### src/rtl/cache_prof_pkg.sv
// Shared types and defaults for the cache event profiler.
// Read-kind encoding and parameter defaults.
package cache_prof_pkg;

  typedef enum logic [1:0] {
    KIND_HIT   = 2'd0,
    KIND_REQ   = 2'd1,
    KIND_MISS  = 2'd2,
    KIND_FLAGS = 2'd3
  } rd_kind_t;

  localparam int NUM_CACHES_DEF = 2;
  localparam int CNT_W_DEF      = 32;

endpackage

### src/rtl/prof_edge_counter.sv
// One strobe: rising-edge detector, live counter, sticky overflow flag.
// In: clk, rst_n, enable, clear, strobe. Out: count_o, flag_o.
// CACHE_PROF_SATURATE_EN: saturate at all-ones instead of wrapping.
module prof_edge_counter
  import cache_prof_pkg::*;
#(
  parameter int CNT_W = CNT_W_DEF
) (
  input  logic             clk,
  input  logic             rst_n,
  input  logic             enable,
  input  logic             clear,
  input  logic             strobe,
  output logic [CNT_W-1:0] count_o,
  output logic             flag_o
);

  logic             prev_q;
  logic [CNT_W-1:0] cnt_q, cnt_d;
  logic             flag_q, flag_d;
  logic             evt;
  logic             at_max;

  always_comb begin
    evt    = strobe & ~prev_q & enable;
    at_max = &cnt_q;
    cnt_d  = cnt_q;
    flag_d = flag_q;
    if (clear) begin
      cnt_d  = '0;
      flag_d = 1'b0;
    end else if (evt) begin
      if (at_max) flag_d = 1'b1;
`ifdef CACHE_PROF_SATURATE_EN
      if (!at_max) cnt_d = cnt_q + CNT_W'(1);
`else
      cnt_d = cnt_q + CNT_W'(1);
`endif
    end
  end

  // prev tracks the strobe even when gated, so a
  // gated edge is lost rather than deferred.
  always_ff @(posedge clk or negedge rst_n) begin
    if (!rst_n) begin
      prev_q <= 1'b0;
      cnt_q  <= '0;
      flag_q <= 1'b0;
    end else begin
      prev_q <= strobe;
      cnt_q  <= cnt_d;
      flag_q <= flag_d;
    end
  end

  assign count_o = cnt_q;
  assign flag_o  = flag_q;

endmodule

### src/rtl/cache_event_profiler.sv
// Multi-cache hit/request profiler with atomic snapshot and read port.
// In: enable, clear, snapshot, hit, req, rd_en/rd_cache/rd_kind.
// Out: rd_data, rd_valid (one cycle after rd_en).
// CACHE_PROF_SATURATE_EN: counters saturate instead of wrapping.
module cache_event_profiler
  import cache_prof_pkg::*;
#(
  parameter int NUM_CACHES = NUM_CACHES_DEF,
  parameter int CNT_W      = CNT_W_DEF,
  parameter int SEL_W      =
    (NUM_CACHES > 1) ? $clog2(NUM_CACHES) : 1
) (
  input  logic                  clk,
  input  logic                  rst_n,
  input  logic                  enable,
  input  logic                  clear,
  input  logic                  snapshot,
  input  logic [NUM_CACHES-1:0] hit,
  input  logic [NUM_CACHES-1:0] req,
  input  logic                  rd_en,
  input  logic [SEL_W-1:0]      rd_cache,
  input  logic [1:0]            rd_kind,
  output logic [CNT_W-1:0]      rd_data,
  output logic                  rd_valid
);

  logic [CNT_W-1:0] hit_cnt [NUM_CACHES];
  logic [CNT_W-1:0] req_cnt [NUM_CACHES];
  logic             hit_flg [NUM_CACHES];
  logic             req_flg [NUM_CACHES];

  logic [CNT_W-1:0] hit_sh_q [NUM_CACHES];
  logic [CNT_W-1:0] req_sh_q [NUM_CACHES];
  logic             hfl_sh_q [NUM_CACHES];
  logic             rfl_sh_q [NUM_CACHES];

  logic [CNT_W-1:0] rd_data_q, rd_data_d;
  logic             rd_valid_q;
  logic             in_range;
  logic [SEL_W-1:0] idx;
  logic [CNT_W-1:0] s_hit, s_req, s_miss;

  for (genvar g = 0; g < NUM_CACHES; g++) begin : g_cache
    prof_edge_counter #(.CNT_W(CNT_W)) u_hit (
      .clk     (clk),
      .rst_n   (rst_n),
      .enable  (enable),
      .clear   (clear),
      .strobe  (hit[g]),
      .count_o (hit_cnt[g]),
      .flag_o  (hit_flg[g])
    );
    prof_edge_counter #(.CNT_W(CNT_W)) u_req (
      .clk     (clk),
      .rst_n   (rst_n),
      .enable  (enable),
      .clear   (clear),
      .strobe  (req[g]),
      .count_o (req_cnt[g]),
      .flag_o  (req_flg[g])
    );
  end

  // Shadow samples the live values before this edge's
  // increment or clear lands, giving an atomic freeze.
  always_ff @(posedge clk or negedge rst_n) begin
    if (!rst_n) begin
      for (int i = 0; i < NUM_CACHES; i++) begin
        hit_sh_q[i] <= '0;
        req_sh_q[i] <= '0;
        hfl_sh_q[i] <= 1'b0;
        rfl_sh_q[i] <= 1'b0;
      end
    end else if (snapshot) begin
      for (int i = 0; i < NUM_CACHES; i++) begin
        hit_sh_q[i] <= hit_cnt[i];
        req_sh_q[i] <= req_cnt[i];
        hfl_sh_q[i] <= hit_flg[i];
        rfl_sh_q[i] <= req_flg[i];
      end
    end
  end

  always_comb begin
    in_range  = 32'(rd_cache) < 32'(NUM_CACHES);
    idx       = in_range ? rd_cache : '0;
    s_hit     = hit_sh_q[idx];
    s_req     = req_sh_q[idx];
    s_miss    = (s_req >= s_hit) ? s_req - s_hit : '0;
    rd_data_d = '0;
    unique case (rd_kind_t'(rd_kind))
      KIND_HIT:   rd_data_d = s_hit;
      KIND_REQ:   rd_data_d = s_req;
      KIND_MISS:  rd_data_d = s_miss;
      KIND_FLAGS: rd_data_d =
        CNT_W'({rfl_sh_q[idx], hfl_sh_q[idx]});
      default:    rd_data_d = '0;
    endcase
    if (!in_range) rd_data_d = '0;
  end

  always_ff @(posedge clk or negedge rst_n) begin
    if (!rst_n) begin
      rd_data_q  <= '0;
      rd_valid_q <= 1'b0;
    end else begin
      rd_valid_q <= rd_en;
      if (rd_en) rd_data_q <= rd_data_d;
    end
  end

  assign rd_data  = rd_data_q;
  assign rd_valid = rd_valid_q;

endmodule

### config.mk
export PLATFORM = sky130hd
export DESIGN_NAME = cache_event_profiler
export DESIGN_NICKNAME = d
export VERILOG_FILES = /design/src/rtl/cache_prof_pkg.sv /design/src/rtl/prof_edge_counter.sv /design/src/rtl/cache_event_profiler.sv
export SDC_FILE = /design/constraint.sdc
export NUM_CORES = 1
export LEC_CHECK = 0
export ABC_AREA = 1
export BUFFER_PORTS_ARGS = -buffer_cell sky130_fd_sc_hd__buf_2
export CORE_ASPECT_RATIO = 0.5
export CORE_MARGIN = 4
export CORE_UTILIZATION = 50
export CTS_CLUSTER_DIAMETER = 200
export DETAILED_ROUTE_END_ITERATION = 8
export GPL_ROUTABILITY_DRIVEN = 0
export PLACE_DENSITY = 0.69
export SLEW_MARGIN = 20
export SYNTH_ARGS = -nofsm -noshare
export SYNTH_HDL_FRONTEND = slang
export SYNTH_SLANG_ARGS = --single-unit
### constraint.sdc
create_clock -name clk -period 2.27 [get_ports clk]
set_input_delay 0.227 -clock clk [delete_from_list [all_inputs] [get_ports clk]]
set_output_delay 0.227 -clock clk [all_outputs]
set_load 0.02 [all_outputs]
==> Yosys cells after proc, flatten, opt, wreduce, memory -nomap -nowiden <==
Index checks and enable logic that the tools add are counted.
{ "word_totals": {"out_inout_bits": 33, "in_bits": 13, "reg_bits": 301} }
{ "op_classes": {"eq_ne": 3, "order_cmp": 2, "n_bitwise": 13, "n_reduce_logical": 17, "mux": 34, "add_sub_neg": 5} }
{ "op_table": {"columns": ["op", "n"], "rows": [
  ["2-to-1 mux 32 bit", 15],
  ["adder 32 x 1 -> 32 bit, second input constant", 4],
  ["case mux 32 bit (4 select lines)", 1],
  ["AND reduction 32 bit", 4],
  [">= comparator 32 bit", 1],
  ["subtractor 32 bit", 1],
  ["2-to-1 mux 1 bit", 18],
  ["nonzero test 2 bit", 8],
  ["bitwise AND 1 bit", 8],
  ["AND reduction 2 bit", 4],
  ["== test 2 bit, second input constant", 2],
  ["inverter 1 bit", 4],
  ["== test 2 x 1 -> 1 bit, second input constant", 1],
  [">= comparator 2 bit, second input constant", 1],
  ["zero test 2 bit", 1],
  ["inverter 1 -> 2 bit", 1]
]} }

==> Longest topological paths before layout <==
{ "logic_depth": {"depth_word": 7, "depth_mapped": 21} }

==> By module <==
Synthesis repeated with hierarchy kept, for this count alone.
{ "hier_totals": {"hier_cells": 2549, "area_unflattened_um2": 18383.9} }
{ "modules_own_cells": {"columns": ["module", "instances", "area_per_inst_um2", "seq_area_each_um2", "cells_each"], "rows": [
  ["cache_event_profiler", 1, 10156.0, 4129.0, 1405],
  ["prof_edge_counter", 4, 2057.0, 850.8, 286]
]} }

==> Least setup slack after synthesis <==
OpenSTA, ideal clock, no wires.
{ "synth_path": {"path_type": "input port to flip-flop", "startpoint": "input port rd_cache", "endpoint": "register rd_data_q[11], in the netlist rd_data[11]", "arrival_time_ns": 2.597, "t_required_ns": 2.154, "stages": 20, "setup_ns": 0.116, "slack_ns": -0.443, "path_cell_list": "clkbuf_1 clkbuf_1 nand2_1 o21ai_0 ha_1 inv_1 fa_1 nand3_1 nand3_1 nand2_1 nand2_1 nand2_1 nand3_1 nand2_1 nand2_1 nand2_2 buf_6 o21ai_0 nand2_1 nand2_1"} }
{ "synth_between": {"elab_chain_len": 7} }
{ "synth_lines": {"columns": ["item", "line", "rtl"], "rows": [
  ["start: declaration", "cache_event_profiler.sv:21", "input logic [SEL_W-1:0] rd_cache,"],
  ["inverter 1 -> 2 bit (not written as such) (*)", "cache_event_profiler.sv:87, cache_event_profiler.sv:88", null],
  ["2-to-1 mux 32 bit (on tied branches) (3 in a row)", "cache_event_profiler.sv:88, cache_event_profiler.sv:87", null],
  ["subtractor 32 bit / >= comparator 32 bit (equally long branches)", "cache_event_profiler.sv:89", "s_miss = (s_req >= s_hit) ? s_req - s_hit : '0;"],
  ["2-to-1 mux 32 bit", "cache_event_profiler.sv:89", null],
  ["case mux 32 bit (4 select lines) (*)", "cache_event_profiler.sv:91", "unique case (rd_kind_t'(rd_kind))"],
  ["end signal: assignment", "cache_event_profiler.sv:108", "if (rd_en) rd_data_q <= rd_data_d;"],
  ["end: declaration", "cache_event_profiler.sv:37", "logic [CNT_W-1:0] rd_data_q, rd_data_d;"]
]} }
Every way passes the cells marked *; elsewhere a longest branch is shown, timed or not. The select of a mux whose other input is x is not followed.
A chain may end at the register's enable or synchronous reset.

==> Worst setup path in the final report <==
{ "layout_path": {"startpoint": "register req_sh_q[10] (netlist name)", "endpoint": "register rd_data_q[1], in the netlist rd_data[1]"} }
{ "layout_between": {"elab_chain_len": 6} }
{ "layout_lines": {"columns": ["item", "line", "rtl"], "rows": [
  ["start: declaration", "cache_event_profiler.sv:33", "logic [CNT_W-1:0] req_sh_q [NUM_CACHES];"],
  ["start signal: indexed assignment", "cache_event_profiler.sv:77", "req_sh_q[i] <= req_cnt[i];"],
  ["2-to-1 mux 32 bit (not written as such) (3 in a row)", "cache_event_profiler.sv:88", "s_req = req_sh_q[idx];"],
  [">= comparator 32 bit", "cache_event_profiler.sv:89", null],
  ["2-to-1 mux 32 bit", "cache_event_profiler.sv:89", null],
  ["case mux 32 bit (4 select lines)", "cache_event_profiler.sv:91", null]
]} }
Every way passes these cells. The select of a mux whose other input is x is not followed.

==> impl_results.rst <==
.. list-table::
   :header-rows: 1

   * - Metric
     - Value
   * - Status
     - finished, violations left
   * - Failing checks
     - setup timing
   * - Part of the cycle the worst path needs
     - 1.10
   * - Post-synthesis area per instance
     - 6.90 um^2
   * - Global-route wire length before repair
     - 96200 um
   * - Number of buffers added on ports
     - 45
   * - Starting utilization of the core area
     - 0.511
   * - Max Clock Freq
     - 401 MHz
   * - Cell Rows
     - 49
   * - Count of cell types in the netlist
     - 47
   * - Final net count
     - 3039
   * - Die Footprint
     - 40300 um^2
   * - Number of antenna violations at the first check in global routing
     - 0
   * - Post-route ant nets
     - 0
   * - Worst slack at placement
     - -0.722 ns
   * - Ports
     - 46
   * - GRT Residual Overflow
     - 0
   * - Global-route total usage across every layer
     - 0.302
   * - Slew at the pin with the worst max-slew slack
     - 0.615 ns
   * - Number of global-route vias before repair
     - 17496
   * - Layout area overhead
     - 27.9%
   * - Multi-input combinational cell area
     - 10100 um^2
   * - Endpoint required time on the critical path
     - 2.80 ns
   * - CTS H-Tree Depth
     - 1
   * - Filler cells
     - 3080
   * - DR DRC count
     - 0
   * - Cell Pwr Density
     - 572 nW/um^2
   * - Vias
     - 19050
   * - Cell-by-cell listing of the critical path
     - nand2_1, o21ai_1, buf_4, ha_4, nand2_4, nor2_4, inv_2, nor2_4, nand3_2, nand3_2, nand2_2, buf_6, a21oi_4, clkbuf_16, nand2_1, nand2_1, nand2_1, nand2_1
   * - Dominant cell type by count on the critical path
     - nand2_1
   * - Area share of the largest cell type after synthesis
     - 0.407
   * - Max Cap Violations
     - 0
   * - Post-layout minimum cycle time
     - 2.49 ns
   * - Fraction of final layout cells with drive strength greater than 1
     - 0.243
   * - Maximum clock path buffer count
     - 3
   * - TritonRoute pass-1 iters
     - 6
   * - Diodes inserted
     - 0
   * - Synthesized area
     - 18500 um^2
   * - Yosys top cell by area
     - dfrtp_1
   * - Top fanout value on the critical path
     - 5
   * - Post-detailed-placement cell area
     - 21200 um^2
   * - Total number of clock tree sinks
     - 301
   * - Hold WC Path Type
     - in2reg
   * - Largest cells by area after synthesis
     - dfrtp_1 41%, nand2_1 17%, inv_1 8.0%, o21ai_0 7.3%, nor2_1 4.5%
   * - # setup viols final
     - 32
   * - Final Skew
     - 0.0168 ns
   * - Average wire per cell in the routed design
     - 17.8 um
   * - Number of placed instances with taps included
     - 3397
   * - Synth Net Count
     - 2730
   * - Longest individual stage delay on the worst path
     - 0.46 ns
   * - Max_slew headroom
     - 0.590
   * - Worst Path Class, Setup
     - reg2reg
   * - Number of buffers inserted during clock tree synthesis
     - 29
   * - Startpoint type of the worst setup path
     - flip-flop
   * - Summed area of non-filler cells in the final layout
     - 23600 um^2
   * - Final hold violations
     - 0
   * - Crit path arrival time
     - 3.02 ns
   * - Leakage power
     - 11.4 nW
   * - Core ar.
     - 36200 um^2
   * - Number of instances in the synthesized netlist
     - 2680
   * - Max Slew Vio Count
     - 0
   * - Final worst slack
     - -0.225 ns
   * - DP HPWL
     - 46200 um
   * - Post-synthesis register bit count
     - 301
   * - Die Y-Extent
     - 144 um
   * - Register cell area after layout
     - 7560 um^2
   * - Crit path buf inv count
     - 4
   * - Clock-pin slew on the worst setup and hold paths
     - 0.07 ns
   * - Worst-path cell with the longest stage delay
     - dfrtp_2
   * - VDD IR-drop max
     - 0.646 mV
   * - Kind of cell adding the most delay to the critical path
     - simple AND/OR/NAND/NOR gates
   * - Pin count of the biggest net entering global routing
     - 101
   * - Clock latency on the worst-skew pair
     - 0.60 ns
   * - Initial drt markers
     - 2354
   * - TritonCTS clock tree
     - done
   * - Portion of the post-synthesis area used by sequential elements
     - 0.407
   * - Chip width
     - 280 um
   * - Warnings, synthesis
     - 0
   * - RSZ-0062 raised after global routing
     - true
   * - Final wirelength
     - 62300 um
   * - Vias per cell
     - 5.45
   * - Crit. End Element
     - flip-flop
   * - Buffer type at the clock tree root
     - clkbuf_16
   * - Post-route non-filler standard cell count
     - 3493
power breakdown:
part	internal, mW	switching, mW	leakage [nW]
Combinational	1.10	1.64	6.93
Clock	2.82	2.31	0.461
Sequential	5.52	0.145	4.05
Total	9.43	4.09	11.4
worst paths after layout:
check	start	slack [ns]	endpoint	cells past startpoint
worst max-delay path	req_sh_q[10]	-0.22	rd_data[1]	18
worst min-delay path	snapshot	0.05	hit_sh_q[45]	3
worst max register to register	req_sh_q[10]	-0.22	rd_data[1]	18
worst min register to register	rd_data[14]	0.47	rd_data[14]	2
max in group asynchronous	rst_n	1.36	hit_sh_q[22]	3
min in group asynchronous	rst_n	0.19	g_cache[1].u_req.count_o[4]	2
logic make-up (layout without fill, tap and decap cells):
family | Yosys count | in the layout | share of synthesized area
multiplexers | 17 | 17 | 0.0104
AO/OA/AOI/OAI | 428 | 428 | 0.120
buffers and inverters | 478 | 807 | 0.0984
adder cells (fa/ha/maj) | 37 | 37 | 0.0254
flip-flops | 301 | 301 | 0.407
XOR/XNOR | 33 | 33 | 0.0156
AND/OR/NAND/NOR | 1386 | 1386 | 0.323
worst register-to-register path, delay by kind of cell, from the launching register on:
kind / cells / cell delay, ns
AND/OR/NAND/NOR: 11 / 0.84
buffers and inverters: 4 / 0.54
flip-flops: 1 / 0.46
AO/OA/AOI/OAI: 2 / 0.30
adder cells (fa/ha/maj): 1 / 0.28
repair_timing:
| item | 4_1_cts | 5_1_grt |
|---|---|---|
| endpoints found under the setup margin | 32 | 42 |
| pin swaps | 29 | 74 |
| cloned | 1 | 3 |
| buffers inserted | 25 | 14 |
| hold endpoints to repair | 59 | 0 |
| resized for setup | 137 | 190 |
| hold buffers | 5 | 0 |
synth_stat cells, drive strengths merged:
master,n
xor2,16
mux2,17
buf,8
fa,1
nand3,103
nor3,84
nor2,241
o21bai,2
and3,1
inv,395
a211oi,10
o31ai,10
and2,3
nand3b,3
nor3b,5
o211ai,1
nor4,14
dfrtp,301
ha,36
nand4,65
clkbuf,75
xnor2,17
nand2,851
o21ai,280
o21a,1
or2,16
a31oi,6
a21o,4
a21oi,114
registers in the layout (all words and copies together), names as in the netlist, 32 cells and up:
register               cells
rd_data                   32
g_cache.u_hit.count_o     64
req_sh_q                  64
g_cache.u_req.count_o     64
hit_sh_q                  64
layout by cell type, fill, tap and decap left out, types with 6 or more instances in the layout:
cell type	synthesis	final
nand2_1	834	741
inv_1	394	367
buf_4	1	285
dfrtp_1	301	282
o21ai_0	271	216
nor2_1	222	200
a21oi_1	113	98
nand3_1	99	93
nand2_2	14	91
nor3_1	75	72
nand4_1	65	65
buf_2	2	42
o21ai_2	0	36
clkbuf_16	0	32
o21ai_1	9	27
inv_2	1	25
nor2_2	8	22
ha_4	0	21
nand2_4	3	19
nor2_4	11	19
dfrtp_2	0	19
mux2_2	17	17
xor2_1	16	16
xnor2_1	17	15
buf_12	0	15
a21oi_2	1	14
nor4_1	14	14
ha_1	36	13
or2_2	12	12
a211oi_1	10	10
o31ai_1	10	10
nand3_2	3	9
nor3_2	6	9
buf_6	1	9
a31oi_1	6	6
clkinvlp_4	0	6
routing by layer:
layer | routed length (um) | vias to the layer above | GRT usage
met1 | 27800 | 8881 | 0.444
li1 | - | 9170 | -
met4 | 1970 | 0 | 0.0746
met2 | 24900 | 854 | 0.436
met3 | 7530 | 145 | 0.0965
met5 | 0 | - | 0
area by class of cell:
type | count | share of cell area
multi-input cells | 1901 | 0.427
flip-flops and latches | 301 | 0.320
repair buffers | 361 | 0.123
inverters | 395 | 0.0630
clock buffers | 35 | 0.0329
well taps | 484 | 0.0256
clock inverters | 16 | 0.00847
through the flow:
step	TNS [ns]	util	total power, mW	hold WS (ns)
finish	-5.77	0.654	13.5	0.0456
global route	-8.97	0.654	14.0	0.0794
CTS	-3.86	0.632	13.3	0.0435
detailed placement	-20.37	0.587	7.97	0.255
global placement	-19.57	0.587	7.94	0.251
floorplan	-1.30	-	6.86	-0.0686
Power figures use the tool's default switching activity.
